[config.mk]
export PLATFORM = sky130hd
export DESIGN_NAME = input_framer
export DESIGN_NICKNAME = d
export VERILOG_FILES = /design/src/rtl/input_framer.sv
export SDC_FILE = /design/constraint.sdc
export NUM_CORES = 1
export LEC_CHECK = 0
export ABC_AREA = 1
export CAP_MARGIN = 20
export CELL_PAD_IN_SITES_DETAIL_PLACEMENT = 0
export CELL_PAD_IN_SITES_GLOBAL_PLACEMENT = 2
export CORE_UTILIZATION = 31
export CTS_CLUSTER_SIZE = 24
export DETAILED_ROUTE_END_ITERATION = 12
export GPL_TIMING_DRIVEN = 0
export PLACE_DENSITY_LB_ADDON = 0.1
export SYNTH_ARGS = -nofsm -noshare
export SYNTH_HDL_FRONTEND = slang
export SYNTH_SLANG_ARGS = --single-unit
[constraint.sdc]
create_clock -name clk -period 2.4 [get_ports clk]
set_input_delay 0.24 -clock clk [delete_from_list [all_inputs] [get_ports clk]]
set_output_delay 0.24 -clock clk [all_outputs]
set_load 0.01 [all_outputs]
[src/rtl/input_framer.sv]
// ---------------------------------------------------------------------------
// input_framer
//
// Packs FRAME_LEN consecutive 4-bit samples from an unthrottled upstream
// stream into one frame, tracks the label of the first sample and flags any
// later sample whose label differs, then hands the frame to a downstream
// valid/ready output register. Upstream cannot be stalled, so words that
// arrive while a finished frame is still waiting for the output register
// are dropped and recorded in a sticky overflow flag.
//
// Ports
//   clk          sole clock, rising edge
//   reset        synchronous, active-low reset
//   in_valid     upstream strobe; Xin is consumed on every edge it is 1
//   Xin          [6:3] sample, [2:0] label
//   frame_ready  downstream accepts the frame when frame_valid is also 1
//   frame_data   packed frame, sample k at [4k+3:4k], k=0 first received
//   frame_label  label of the frame's first sample
//   frame_err    some sample in the frame had a label other than frame_label
//   frame_valid  output register holds a frame
//   overflow     sticky: at least one input word dropped since reset
//   frame_count  frames accepted downstream since reset (wraps)
// ---------------------------------------------------------------------------
module input_framer #(
  parameter int FRAME_LEN = 4,
  parameter int CNT_W     = 16
) (
  input  logic                   clk,
  input  logic                   reset,
  input  logic                   in_valid,
  input  logic [6:0]             Xin,
  input  logic                   frame_ready,
  output logic [4*FRAME_LEN-1:0] frame_data,
  output logic [2:0]             frame_label,
  output logic                   frame_err,
  output logic                   frame_valid,
  output logic                   overflow,
  output logic [CNT_W-1:0]       frame_count
);

  localparam int CW = $clog2(FRAME_LEN);
  localparam logic [CW-1:0] LAST_SLOT = CW'(FRAME_LEN - 1);

  typedef enum logic {
    FILL = 1'b0,
    HOLD = 1'b1
  } state_t;

  state_t                 state_q, state_d;
  logic [CW-1:0]          fill_cnt_q, fill_cnt_d;
  logic [4*FRAME_LEN-1:0] asm_data_q, asm_data_d;
  logic [2:0]             asm_label_q, asm_label_d;
  logic                   asm_err_q, asm_err_d;
  logic                   complete_q, complete_d;
  logic [4*FRAME_LEN-1:0] out_data_q, out_data_d;
  logic [2:0]             out_label_q, out_label_d;
  logic                   out_err_q, out_err_d;
  logic                   out_valid_q, out_valid_d;
  logic                   overflow_q, overflow_d;
  logic [CNT_W-1:0]       count_q, count_d;

  logic                   transfer;
  logic                   accept;

  // Next-state logic for the assembly FSM, the assembly register and the
  // output holding register. complete_q marks a finished frame still sitting
  // in the assembly register; HOLD is only ever entered with it set.
  always_comb begin
    state_d     = state_q;
    fill_cnt_d  = fill_cnt_q;
    asm_data_d  = asm_data_q;
    asm_label_d = asm_label_q;
    asm_err_d   = asm_err_q;
    complete_d  = complete_q;
    out_data_d  = out_data_q;
    out_label_d = out_label_q;
    out_err_d   = out_err_q;
    out_valid_d = out_valid_q;
    overflow_d  = overflow_q;
    count_d     = count_q;

    accept   = out_valid_q && frame_ready;
    transfer = complete_q && (!out_valid_q || frame_ready);

    case (state_q)
      FILL: begin
        if (complete_q && !transfer) begin
          // The finished frame cannot move yet and the assembly register
          // is occupied, so this edge's word has nowhere to go.
          state_d = HOLD;
          if (in_valid) overflow_d = 1'b1;
        end else begin
          if (transfer) complete_d = 1'b0;
          if (in_valid) begin
            // The frame being transferred is read from the _q copy, so the
            // next frame's slot 0 can be written on the same edge.
            for (int k = 0; k < FRAME_LEN; k++) begin
              if (fill_cnt_q == k[CW-1:0]) asm_data_d[4*k +: 4] = Xin[6:3];
            end
            if (fill_cnt_q == '0) begin
              asm_label_d = Xin[2:0];
              asm_err_d   = 1'b0;
            end else if (Xin[2:0] != asm_label_q) begin
              asm_err_d = 1'b1;
            end
            if (fill_cnt_q == LAST_SLOT) begin
              fill_cnt_d = '0;
              complete_d = 1'b1;
            end else begin
              fill_cnt_d = fill_cnt_q + CW'(1);
            end
          end
        end
      end
      HOLD: begin
        if (in_valid) overflow_d = 1'b1;
        if (transfer) begin
          state_d    = FILL;
          complete_d = 1'b0;
        end
      end
      default: state_d = FILL;
    endcase

    if (transfer) begin
      out_data_d  = asm_data_q;
      out_label_d = asm_label_q;
      out_err_d   = asm_err_q;
      out_valid_d = 1'b1;
    end else if (accept) begin
      out_valid_d = 1'b0;
    end

    if (accept) count_d = count_q + CNT_W'(1);
  end

  // State registers with synchronous active-low reset; a partial frame and
  // any word presented during reset are simply discarded.
  always_ff @(posedge clk) begin
    if (!reset) begin
      state_q     <= FILL;
      fill_cnt_q  <= '0;
      asm_data_q  <= '0;
      asm_label_q <= '0;
      asm_err_q   <= 1'b0;
      complete_q  <= 1'b0;
      out_data_q  <= '0;
      out_label_q <= '0;
      out_err_q   <= 1'b0;
      out_valid_q <= 1'b0;
      overflow_q  <= 1'b0;
      count_q     <= '0;
    end else begin
      state_q     <= state_d;
      fill_cnt_q  <= fill_cnt_d;
      asm_data_q  <= asm_data_d;
      asm_label_q <= asm_label_d;
      asm_err_q   <= asm_err_d;
      complete_q  <= complete_d;
      out_data_q  <= out_data_d;
      out_label_q <= out_label_d;
      out_err_q   <= out_err_d;
      out_valid_q <= out_valid_d;
      overflow_q  <= overflow_d;
      count_q     <= count_d;
    end
  end

  assign frame_data  = out_data_q;
  assign frame_label = out_label_q;
  assign frame_err   = out_err_q;
  assign frame_valid = out_valid_q;
  assign overflow    = overflow_q;
  assign frame_count = count_q;

endmodule
# == Yosys cells after proc, flatten, opt, wreduce, memory -nomap -nowiden ==
# Cells that the tools add are included.
# word_totals
reg_bits,62
latch_bits,0
mem_bits_rw,0
rom_bits,0
in_bits,11
output_inout_bits,38
word_cells,56
n_memories,0
# classes
n_addsub,2
mul,0
div_mod_pow,0
n_lt_le_gt_ge,0
eq_ne,6
shift,0
n_mux,16
n_bitwise,2
n_reduce_logical,15
# op_table
operator,n
4-bit AND reduction,5
16-bit by 1-bit adder with 16-bit output (second input constant),1
1-bit two-way mux,12
1-bit case mux with 2 select lines,3
2-bit equality test (second input constant),2
2-bit inequality test (second input constant),2
2-bit nonzero test,2
1-bit logical AND,3
3-bit inequality test,1
3-bit AND reduction,1
2-bit by 1-bit adder with 2-bit output (second input constant),1
2-bit by 1-bit equality test with 1-bit output (second input constant),1
1-bit zero test,2
2-bit zero test,1
2-bit two-way mux,1
1-bit NOT,2
1-bit logical OR,1

# == Depth between registers and ports, before layout ==
# depth
ltp_word,8
mapped_depth,9

# == Worst setup path before layout ==
# Ideal clock, no wire load.
# synth_timing
path_type,reg2reg
startpoint,register count_q[0] (netlist: frame_count[0])
endpoint,register count_q[8] (netlist: frame_count[8])
setup_ps,116
arrival_time_ps,1183
t_required_ps,2284
setup_slack_ps,1102
path_stages_with_launch,7
path_cell_list,dfxtp_1 > ha_1 > nand3_1 > nor2_1 > nand3b_1 > o21ai_0 > nor2_1
# synth_via
elab_chain_cells,1
# synth_rtl
element,line,source
"start, declared",60,"logic [CNT_W-1:0] count_q, count_d;"
"start signal, assigned",165,count_q <= count_d;
16-bit by 1-bit adder with 16-bit output,134,if (accept) count_d = count_q + CNT_W'(1);
# No other way between the ends.
# A chain may end at the register's enable or synchronous reset.

# == Worst setup path in the final report ==
# layout_timing
startpoint,register out_valid_q (netlist: frame_valid)
endpoint,output port frame_valid
# layout_rtl
element,line,source
"start, declared",58,"logic out_valid_q, out_valid_d;"
"start signal, assigned",163,out_valid_q <= out_valid_d;
"end, declared",36,"output logic frame_valid,"
# No word-level cell between the ends.

==> results_dict.tcl <==
set metrics [dict create \
    crit_type "flop to output pin" \
    hold_class "input port to flop" \
    postSynthAreaPerCell_um2 7.25 \
    yosys-top-cells-area "dfxtp_1, nand2_1, nor2_1" \
    routed_wirelength_um 6290 \
    r2r_cells 6 \
    layout_min_cycle_time_ns 1.57 \
    status "finished clean" \
    hold_ws_ns 0.255 \
    drive_gt1_frac 0.0788 \
    cts-root-buf "clkbuf_8" \
    drt_first_pass_iters 4 \
    fp.dieArea_um2 8720 \
    period_share 0.654 \
    cts_resized 0 \
    synth.distinct_cells 26 \
    internal-power_w 0.00171 \
    grt_use_total 0.160 \
    hold_buffers 0 \
    rows 32 \
    final-setup-viol-count 0 \
    n_antenna_cell 0 \
    dr.first_iter.drc_count 67 \
    setup_tns_ns 0 \
    io_pins 49 \
    wl_per_cell_um 12.1 \
    clockPowerShare 0.440 \
    grtUsageMet2 0.253 \
    path_delay_family "buffers and inverters" \
    die_w_um 93.4 \
    seq_area_frac_synth 0.480 \
    antenna_found_initial 0 \
    clock-sinks 62 \
    finalHoldViolCount 0 \
    io_buffers 47 \
    viasPerCell 4.36 \
    slowest_stage "clkdlybuf4s50_1" \
    dp_hpwl_um 4400 \
    clk_latency_ns 0.33 \
    startpoint_type "flop" \
    initial_utilization 0.328 \
    ys_ff_latch 62 \
    grt_pass1_vias 2161 \
    switching_share 0.236 \
    power_frac_comb 0.079 \
    via_count 2273 \
    area_delta_synth_final_pct 30.9 \
    yosysTopAreaCell "dfxtp_1" \
    final.setup_skew_ns 0.00899 \
    filler_cell_count 844 \
    die_h_um 93.4 \
    globalRouteMet1Util 0.201 \
    numCtsBuffers 9 \
    grt_first_pass_wirelength_um 10600 \
    overflow 0 \
    post_cts_buffers 0 \
    peakVddDrop_v 0.000286 \
    ys.flop_type "dfxtp_1" \
    synth_top_area_share 0.480 \
    synthesis.area_um2 2590 \
    finish.net_count 431 \
    synth_edf_count 0 \
    drc 0 \
    htree_levels 3 \
    worstPathMaxFanout 6 \
    synth_fp_nets 373 \
    clockBufferDepth 2 \
    holdPathStages 3 \
    dp_slack_ns 0.574 \
    yosysWarnings 0 \
    grt-busiest-layer "met2" \
    path_depth 1 \
    core_um2 7890 \
    crit_buf_inv 1 \
    p_leak_nw 1.48 \
    rsz0062_at_grt "no" \
    dp.cells 506 \
    power.density_nw_per_um2 660 \
    drv_cap 0 \
    worst_slew_pin_slew_ns 0.531 \
    fin_cells 521 \
    grt_max_degree 11 \
    relSlewSlack 0.646 \
    arrival_ns 1.33 \
    gp_congestion 0.706 \
    synth_cells 357 \
    async_reset_ff_frac 0 \
    crit_path_end_kind "output pin" \
    cp.required_ns 2.16 \
    final_max_slew_viol_count 0 \
    met3_usage 0.0512 \
    p_switching_w 0.000527 \
    ant_nets 0 \
    fmax_ghz 0.637 \
    pwr-share-seq 0.481 \
    worst_slack_ns 0.831 \
    path_clk_slew_ns 0.07 \
    slowest_delay_ns 0.57 \
    crit_chain "clkdlybuf4s50_1" \
    cts_tree "yes" \
]
sequential cells by signal, summed over array words and instances (netlist names), named ones only:
register and flops:
asm_data_q 16, asm_err_q 1, asm_label_q 3, complete_q 1, fill_cnt_q 2, frame_count 16
frame_data 16, frame_err 1, frame_label 3, frame_valid 1, overflow 1
per-layer routing:
layer,vias to the layer above,part of all wire
li1,1220,-
met2,50,0.45
met1,994,0.49
met4,0,0.017
met3,9,0.046
met5,-,0
area by class of cell:
cell class / instances / area, µm² / area share
flip-flops and latches: 62 / 1240 / 0.366
multi-input cells: 235 / 1100 / 0.324
repair buffers: 47 / 470 / 0.139
inverters: 49 / 186 / 0.0550
clock buffers: 10 / 128 / 0.0377
well taps: 102 / 128 / 0.0377
clock inverters: 5 / 75.1 / 0.0222
plain buffers: 11 / 62.6 / 0.0185
path summary, 6_finish.rpt:
| path | from | endpoint | slack, ns |
|---|---|---|---|
| worst min register to register | asm_data_q[14] | frame_data[14] | 0.44 |
| worst max-delay path | frame_valid | frame_valid | 0.83 |
| worst max register to register | frame_count[1] | frame_count[8] | 0.98 |
| worst min-delay path | reset | frame_count[10] | 0.25 |
metrics by stage:
stage,total power [W],instance area (µm²),utilization
floorplan,0.00121,2590,-
global placement,0.00128,3190,0.404
detailed placement,0.00128,3190,0.404
CTS,0.00227,3390,0.430
global route,0.00234,3390,0.430
finish,0.00223,3390,0.430
cell families (layout without fill, tap and decap cells):
| kind of cell | Yosys count | count (layout) | share of synthesized area |
|---|---|---|---|
| adder cells (fa/ha/maj) | 5 | 5 | 0.0242 |
| AO/OA/AOI/OAI | 60 | 60 | 0.118 |
| XOR/XNOR | 3 | 3 | 0.0102 |
| flip-flops | 62 | 62 | 0.480 |
| AND/OR/NAND/NOR | 167 | 167 | 0.272 |
| buffers and inverters | 60 | 122 | 0.0962 |
cell usage after synthesis (all sizes together), types with 2 or more instances:
| cell | n |
|---|---|
| a21oi | 31 |
| buf | 7 |
| o21ai | 27 |
| nand3 | 7 |
| dfxtp | 62 |
| a211oi | 2 |
| nand4 | 5 |
| clkbuf | 4 |
| inv | 49 |
| xnor2 | 3 |
| ha | 5 |
| nand2 | 83 |
| nor2 | 69 |
cell usage in the layout (no fill, tap or decap):
master	count
a211oi_1	2
nor2_4	1
o21ai_1	1
inv_2	2
nand3b_1	1
nand3_2	2
nor2_1	66
nor2_2	2
nand3_4	1
inv_4	1
and3_1	1
nand2_1	80
nor3_1	1
nand2_4	1
ha_1	5
a21oi_1	31
xnor2_1	3
o21ai_0	26
buf_2	5
clkdlybuf4s50_1	47
nand2_2	2
buf_6	2
nand3_1	4
nand4_1	5
bufinv_16	2
clkbuf_1	5
inv_1	46
clkbuf_8	9
dfxtp_1	62
clkinv_2	3
power by group through the flow:
stage	logic [W]	registers, W	clock network [W]
global placement	0.000177	0.00110	0
floorplan	0.000111	0.00110	0
CTS	0.000180	0.00108	0.00101
finish	0.000176	0.00108	0.000983
global route	0.000200	0.00108	0.00106
detailed placement	0.000178	0.00110	0
Note: power is estimated with default switching activity, not from simulation.
